==> config.mk <==
export PLATFORM = sky130hd
export DESIGN_NAME = ws_key_scanner
export DESIGN_NICKNAME = d
export VERILOG_FILES = /design/src/rtl/ws_key_scanner.sv
export SDC_FILE = /design/constraint.sdc
export NUM_CORES = 1
export LEC_CHECK = 0
export BUFFER_PORTS_ARGS = -buffer_cell sky130_fd_sc_hd__buf_4
export CAP_MARGIN = 0
export CORE_MARGIN = 2
export CORE_UTILIZATION = 27
export DETAILED_ROUTE_END_ITERATION = 10
export GPL_TIMING_DRIVEN = 0
export SYNTH_ARGS = -nofsm -noshare
export SYNTH_HDL_FRONTEND = slang
export SYNTH_SLANG_ARGS = --single-unit
==> constraint.sdc <==
create_clock -name clk_in -period 4.3 [get_ports clk_in]
set_input_delay 0 -clock clk_in [delete_from_list [all_inputs] [get_ports clk_in]]
set_output_delay 0 -clock clk_in [all_outputs]
set_load 0.02 [all_outputs]
==> src/rtl/ws_key_scanner.sv <==
// ws_key_scanner: HP67 Woodstock split-keyboard column scanner with row sync, debounce and valid/ack key handoff
module ws_key_scanner #(
  parameter int SETTLE   = 3,
  parameter int DEBOUNCE = 3
) (
  input  logic       clk_in,
  input  logic       rst_n_in,
  input  logic       scan_en_in,
  input  logic [3:0] rowsl_in,
  input  logic [3:0] rowsr_in,
  output logic [5:0] col_l_oe_o,
  output logic [4:0] col_r_oe_o,
  output logic [5:0] key_code_o,
  output logic       key_valid_o,
  input  logic       key_ack_in,
  output logic       key_down_o,
  output logic       multi_key_o,
  output logic       overrun_o
);
  localparam int SW = $clog2(SETTLE);
  localparam logic [5:0] NONE = 6'h3f;
  typedef enum logic [1:0] {IDLE, DRIVE, SAMPLE, NEXT} state_t;
  state_t state, state_nxt;
  logic [SW-1:0] settle;
  logic [2:0] step;
  logic [3:0] sync_l1, sync_l2, sync_r1, sync_r2, act_l, act_r, hits, stable, stable_nxt;
  logic [1:0] hit_cnt, row_l, row_r;
  logic [5:0] rec, prev_cand, cand, first_code;
  logic active, scan_end, accept, release_k, ack_hit, dropped, wrap;
  always_comb begin
    state_nxt = state;
    case (state)
      IDLE:    state_nxt = scan_en_in ? DRIVE : IDLE;
      DRIVE:   state_nxt = (settle == SW'(SETTLE - 1)) ? SAMPLE : DRIVE;
      SAMPLE:  state_nxt = NEXT;
      default: state_nxt = scan_en_in ? DRIVE : IDLE;
    endcase
  end
  assign active      = state == DRIVE || state == SAMPLE;
  assign col_l_oe_o  = active ? 6'b1 << step : '0;
  assign col_r_oe_o  = (active && step != 3'd5) ? 5'b1 << step : '0;
  assign act_l       = ~sync_l2;
  assign act_r       = step != 3'd5 ? ~sync_r2 : '0;
  assign hits        = 4'($countones(act_l)) + 4'($countones(act_r));
  assign row_l       = act_l[0] ? 2'd0 : act_l[1] ? 2'd1 : act_l[2] ? 2'd2 : 2'd3;
  assign row_r       = act_r[0] ? 2'd0 : act_r[1] ? 2'd1 : act_r[2] ? 2'd2 : 2'd3;
  assign first_code  = |act_l ? {1'b0, step, row_l} : {1'b1, step, row_r};
  // a multi-key scan is treated as no key at all (no rollover)
  assign cand        = hit_cnt == 2'd1 ? rec : NONE;
  assign stable_nxt  = cand != prev_cand ? 4'd1 : stable == 4'hf ? stable : stable + 4'd1;
  assign wrap        = step == 3'd5 || !scan_en_in;
  assign scan_end    = state == NEXT && step == 3'd5;
  assign accept      = scan_end && stable_nxt >= 4'(DEBOUNCE) && cand != NONE && !key_down_o;
  assign release_k   = scan_end && stable_nxt >= 4'(DEBOUNCE) && cand == NONE;
  assign ack_hit     = key_ack_in && key_valid_o;
  assign dropped     = accept && key_valid_o && !key_ack_in;
  always_ff @(posedge clk_in or negedge rst_n_in) begin
    if (!rst_n_in) begin
      state       <= IDLE;
      settle      <= '0;
      step        <= '0;
      {sync_l2, sync_l1, sync_r2, sync_r1} <= '1;
      hit_cnt     <= '0;
      rec         <= '0;
      prev_cand   <= NONE;
      stable      <= '0;
      key_code_o  <= '0;
      key_valid_o <= 1'b0;
      key_down_o  <= 1'b0;
      multi_key_o <= 1'b0;
      overrun_o   <= 1'b0;
    end else begin
      state <= state_nxt;
      {sync_l2, sync_l1} <= {sync_l1, rowsl_in};
      {sync_r2, sync_r1} <= {sync_r1, rowsr_in};
      settle <= state == DRIVE ? settle + SW'(1) : '0;
      if (state == SAMPLE) begin
        hit_cnt <= ({2'b0, hit_cnt} + hits >= 4'd2) ? 2'd2 : hit_cnt + hits[1:0];
        if (hit_cnt == 2'd0 && hits != 4'd0) rec <= first_code;
      end
      // an aborted partial scan is discarded along with its hit count
      if (state == NEXT) begin
        step <= wrap ? 3'd0 : step + 3'd1;
        if (wrap) hit_cnt <= '0;
      end
      if (scan_end) begin
        prev_cand   <= cand;
        stable      <= stable_nxt;
        multi_key_o <= hit_cnt == 2'd2;
      end
      if (accept) key_down_o <= 1'b1;
      else if (release_k) key_down_o <= 1'b0;
      if (accept && (!key_valid_o || key_ack_in)) begin
        key_code_o  <= cand;
        key_valid_o <= 1'b1;
      end else if (ack_hit) key_valid_o <= 1'b0;
      overrun_o <= dropped | (overrun_o & ~ack_hit);
    end
  end
endmodule

==> flow_summary.toml, run 1 <==
[setup_path]
path_delay_family = "adder cells"
endpoint = "rec[0]"
rr_worst_depth = 13
startpoint = "step[1]"
reg2reg_from = "step[1]"
path_cells = "inv_1 > ha_4 > nand2_4 > nand2_1 > fa_1 > fa_1 > inv_1 > ha_1 > inv_1 > fa_1 > mux2_2 > o311ai_2 > mux2_2"
cpMaxStageDelayCell = "fa_1"
start_kind = "flip-flop"
cp.depth = 13
worstSetupEndpointType = "flip-flop"
path_buf_inv = 3
required_ps = 4490
arrival_ps = 4330
critical_path.max_fanout = 10
rrSetupSlack_ps = 170
r2r_end = "rec[0]"
critPathMaxStageDelay_ps = 570
crit_type = "reg2reg"

[die]
die_h_um = 104
core_area_mm2 = 0.00977
fp.dieArea_mm2 = 0.0109
die_x_um = 104
boundaryPins = 33
initial_core_util_pct = 27.8
rows = 36

[synthesis]
synth_seq_cells = 51
ys_warn_count = 0
synth-async-reset-ratio_pct = 100
synth_ff_type = "dfrtp_1"
ys_top_cells_by_area = "dfrtp_1, dfstp_2, ha_1"
synth_top_area_share_pct = 26.7
synth_common_cells = "dfrtp_1, nand2_1, inv_1, dfstp_2"
syn_nets = 286
synth_edf_count = 0
ys_types = 49
syn_inst = 253
synth_top_cell_by_area = "dfrtp_1"
avgSynthCellArea_um2 = 10.7
synth_area_mm2 = 0.00272
synth_most_common_cell = "dfrtp_1"
synth-seq-area-share_pct = 48.0

[final_layout]
fill_cells = 1003
area_growth_pct = 24.2
final_util_pct = 34.5
finalNonFillerCells = 437
layout-drive-gt1-share_pct = 28.3
diodes = 0
final_nets = 336

[placement]
dp_cells = 418
hpwl_um = 3510
gp_congestion = 0.781
port_buffers = 32

[timing]
post-route-period-util_pct = 96.1
finClkSkew_ps = 10.1
worst_pin_slew_ps = 656
setup_violations = 0
hold_viol_final = 0
drv_slew = 0
fmax_mhz = 242
relSlewSlack_pct = 56.2
fin_crit_ps = 4130
holdWs_ps = 235
rsz0062_at_grt = "yes"

[route]
met3_length_um = 155
wire_per_inst_um = 11.3
top_layer = "met4"
viasPerCell = 4.32
vias = 1888
firstDrtPassIters = 4
drc = 0
antenna_left = 0
dr_wl_met2_um = 2250
drt_iter0_markers = 42
wl_met1_um = 2460
drt_wl_total_um = 4920

[clocking]
cts.sink_count = 51
clock_path_buffers = 2
clkLatencyLatePin_ps = 310
path_clk_slew_ps = 100
cts_inserted_buffers = 5
htree_levels = 2
cts-root-buf = "clkbuf_8"
cts_tree = "done"
cts_setup_buffers = 0

[grt]
grt_pass1_wl_um = 8540
grt_pass1_vias = 1833
grt_max_degree = 52
grt_usage_pct = 9.51
antenna_found_initial = 0
gr-total-overflow = 0

[power]
p_per_area_mw_per_mm2 = 383
ir_worst_vdd_uv = 159
power_leakage_uw = 0.00152

[outcome]
outcome = "finished clean"

[min_path]
hold_class = "in2async"

[job]
max_cap_violations = 0
-- worst register-to-register path, cell delays in order (launching register included) --
cell	delay, ps
dfrtp_1	420
inv_1	120
ha_4	200
nand2_4	130
nand2_1	100
fa_1	570
fa_1	420
inv_1	60
ha_1	180
inv_1	60
fa_1	470
mux2_2	330
o311ai_2	560
mux2_2	400
-- routing by layer --
metal,track usage [%],vias to the layer above
li1,-,964
met1,13.0,892
met2,14.7,26
met3,2.32,6
met4,3.19,0
met5,0,-
-- flip-flops by register name, indices dropped and copies added, names as in the netlist --
name,cells
hit_cnt,2
key_code_o,6
key_down_o,1
key_valid_o,1
multi_key_o,1
overrun_o,1
prev_cand,6
rec,6
settle,2
stable,4
state,2
step,3
sync_l1,4
sync_l2,4
sync_r1,4
sync_r2,4
-- area by class of cell --
cell class	count	area, µm²	share of cell area [%]
clock inverter	2	16.3	0.482
inverter	26	97.6	2.89
clock buffer	6	82.6	2.45
sequential	51	1300	38.6
timing repair buffer	43	350	10.4
multi-input combinational	171	1340	39.6
buffer	5	23.8	0.704
tap	133	166	4.93
-- through the flow --
stage	setup slack (ps)	TNS, ps	instance area (µm²)	total power [µW]
2_1_floorplan	377	0	2720	851
3_3_place_gp	-9.15	-47.2	3130	949
3_5_place_dp	-89.4	-398	3130	964
4_1_cts	2.76	0	3340	1270
5_1_grt	-66.4	-350	3380	1390
6_report	166	0	3380	1290
-- repair_timing --
item	in CTS	in global routing
pin swaps	0	4
gates resized for setup	1	9
hold buffers	11	0
hold endpoints to repair	40	0
setup endpoints to repair	7	8
-- power breakdown --
group	internal [µW]	total (µW)	switching, µW
Clock	132	297	165
Combinational	188	417	229
Sequential	527	578	50.6
Total	847	1290	445
-- how the worst min path moves through the flow --
stage	startpoint	end	slack [ps]	depth (start not counted)
after floorplan	rst_n_in	hit_cnt[0]	-300	0
after global placement	rst_n_in	key_code_o[0]	60	1
after detailed placement	rst_n_in	key_code_o[0]	70	1
after CTS	rst_n_in	key_code_o[0]	270	2
after global routing	rst_n_in	key_code_o[0]	310	2
final	rst_n_in	key_code_o[0]	240	2
-- placed cells by master, fill, tap and decap left out, drive strengths merged, types with 2 or more instances in the layout --
cell type    count
ha              16
nand2           28
nor2            16
clkbuf           9
dlygate4sd3     11
a211o            2
and2             8
o31ai            6
inv             26
fa               5
a21o             2
nor4             3
a21oi           10
xor2             2
buf             34
nor2b            9
nor3             6
nand3            2
dfstp           22
o22ai            2
nand2b           5
and3             2
mux2i            8
a31oi            2
nand4            2
dfrtp           29
mux2             6
o21ai           10
xnor2            2
-- cell families (layout without fill, tap and decap cells) --
family | count (synthesis) | after routing | share of synthesized area (%)
AND/OR/NAND/NOR | 88 | 88 | 17.6
flip-flops | 51 | 51 | 48.0
AO/OA/AOI/OAI | 44 | 44 | 12.2
buffers and inverters | 31 | 82 | 4.46
adder cells (fa/ha/maj) | 21 | 21 | 11.0
multiplexers | 14 | 14 | 5.43
XOR/XNOR | 4 | 4 | 1.29
(Power assumes the default switching activity.)
==> run 2, diff against run 1 <==
--- a/config.mk
+++ b/config.mk
@@ -11,6 +11,7 @@
 export CORE_UTILIZATION = 27
 export DETAILED_ROUTE_END_ITERATION = 10
 export GPL_TIMING_DRIVEN = 0
+export PLACE_DENSITY = 0.5
 export SYNTH_ARGS = -nofsm -noshare
 export SYNTH_HDL_FRONTEND = slang
 export SYNTH_SLANG_ARGS = --single-unit
==> constraint.sdc (replaced) <==
create_clock -name clk_in -period 4.8 [get_ports clk_in]
set_input_delay 0 -clock clk_in [delete_from_list [all_inputs] [get_ports clk_in]]
set_output_delay 0 -clock clk_in [all_outputs]
set_load 0.02 [all_outputs]
==> flow_summary.toml, run 2 (same netlist as run 1, synthesis figures left out) <==
[setup_path]
r2r_end = "hit_cnt[0]"
crit_type = "reg2reg"
worstSetupEndpointType = "flip-flop"
rrSetupSlack_ps = 420
reg2reg_from = "step[1]"
rr_worst_depth = 17
required_ps = 5030
critical_path.max_fanout = 10
endpoint = "hit_cnt[0]"
arrival_ps = 4610
start_kind = "flip-flop"
startpoint = "step[1]"

[final_layout]
diodes = 0
fill_cells = 1035
area_growth_pct = 23.2
fin_area_mm2 = 0.00335
top_regs = "key_code_o (6), prev_cand (6), rec (6)"
layout.cells.most_common = "buf_4"
layout-drive-gt1-share_pct = 25.7
final_cell_mix = "buf_4, dfrtp_1, nand2_1"
final_nets = 335

[die]
fp.dieArea_mm2 = 0.0109
die_x_um = 104
core_area_mm2 = 0.00977
die_h_um = 104
boundaryPins = 33
rows = 36
initial_core_util_pct = 27.8

[route]
firstDrtPassIters = 4
vias = 1899
drt_wl_total_um = 5170
viasPerCell = 4.36
drc = 0
drt_iter0_markers = 62
wire_per_inst_um = 11.8
antenna_left = 0

[placement]
port_buffers = 32
hpwl_um = 3770
gp_congestion = 0.758
dpl_cell_area_mm2 = 0.00313

[timing]
worst_pin_slew_ps = 647
fin_crit_ps = 4380
post-route-period-util_pct = 91.2
hold_viol_final = 0
setup-tns-final_ps = 0
holdWs_ps = 12.1
drv_slew = 0
finClkSkew_ps = 5.90
relSlewSlack_pct = 56.9
setup_violations = 0
rsz0062_at_grt = "no"
fmax_mhz = 228

[grt]
grt_pass1_wl_um = 8850
grt_pass1_vias = 1867
gr-total-overflow = 0
grt_max_degree = 52
grt_usage_pct = 10.0
antenna_found_initial = 0

[clocking]
cts_inserted_buffers = 5
cts-root-buf = "clkbuf_8"
cts_tree = "done"
clock_path_buffers = 2
cts_setup_buffers = 0
path_clk_slew_ps = 100
htree_levels = 2
cts.sink_count = 51
clkLatencyLatePin_ps = 310

[power]
p_per_area_mw_per_mm2 = 352
total_power_uw = 1180
power_leakage_uw = 0.00152
ir_worst_vdd_uv = 131

[job]
max_cap_violations = 0

[outcome]
outcome = "finished clean"

[min_path]
hold_class = "in2reg"
==> run 2: worst min-delay path by stage <==
stage / startpoint / endpoint / slack, ps / cells past startpoint
after global placement: rst_n_in / settle[0] / 80 / 1
after CTS: key_ack_in / key_valid_o / 0.3 / 3
after floorplan: rst_n_in / hit_cnt[0] / -300 / 0
final: key_ack_in / key_valid_o / 10 / 3
after detailed placement: rst_n_in / settle[0] / 90 / 1
after global routing: key_ack_in / key_valid_o / 10 / 3
==> run 2: worst max-delay path: stages, from the launching register on <==
cell and delay [ps]:
dfrtp_1 410, inv_1 100, ha_1 260, nand2_1 320
nand2_1 140, fa_1 580, fa_1 410, inv_1 60
ha_1 180, inv_1 60, fa_1 470, inv_1 80
ha_1 270, a21oi_1 180, nor3b_1 210, a211oi_1 90
nor4_1 270, a2bb2oi_1 210
==> run 2: per-stage QoR <==
| stage | std cells | util, % | worst slack, ps |
|---|---|---|---|
| floorplan | 253 | - | 877 |
| global placement | 418 | 32.0 | 420 |
| detailed placement | 418 | 32.0 | 382 |
| CTS | 436 | 34.3 | 357 |
| global route | 436 | 34.3 | 62.7 |
| finish | 436 | 34.3 | 421 |
==> run 2: where the power goes <==
part	internal (µW)	switching [µW]	total, µW
Sequential	473	42.0	515
Combinational	152	192	344
Clock	167	155	322
Total	791	389	1180
==> run 2: repair_timing <==
action                    CTS  global route
hold endpoints to repair   39             0
gates resized for setup     0             0
hold buffers               10             0
==> run 2: per-layer routing <==
| layer | wire length [µm] | global-route usage (%) |
|---|---|---|
| met1 | 2600 | 13.4 |
| met2 | 2370 | 16.2 |
| met3 | 155 | 2.32 |
| met4 | 46 | 2.61 |
| met5 | 0 | 0 |
==> run 2: final cells by class <==
| cell class | count | area, µm² | area share [%] |
|---|---|---|---|
| sequential | 51 | 1300 | 38.9 |
| clock buffer | 7 | 119 | 3.55 |
| inverter | 26 | 97.6 | 2.91 |
| multi-input combinational | 171 | 1290 | 38.6 |
| buffer | 5 | 23.8 | 0.709 |
| tap | 133 | 166 | 4.97 |
| timing repair buffer | 42 | 340 | 10.2 |
| clock inverter | 1 | 6.26 | 0.187 |
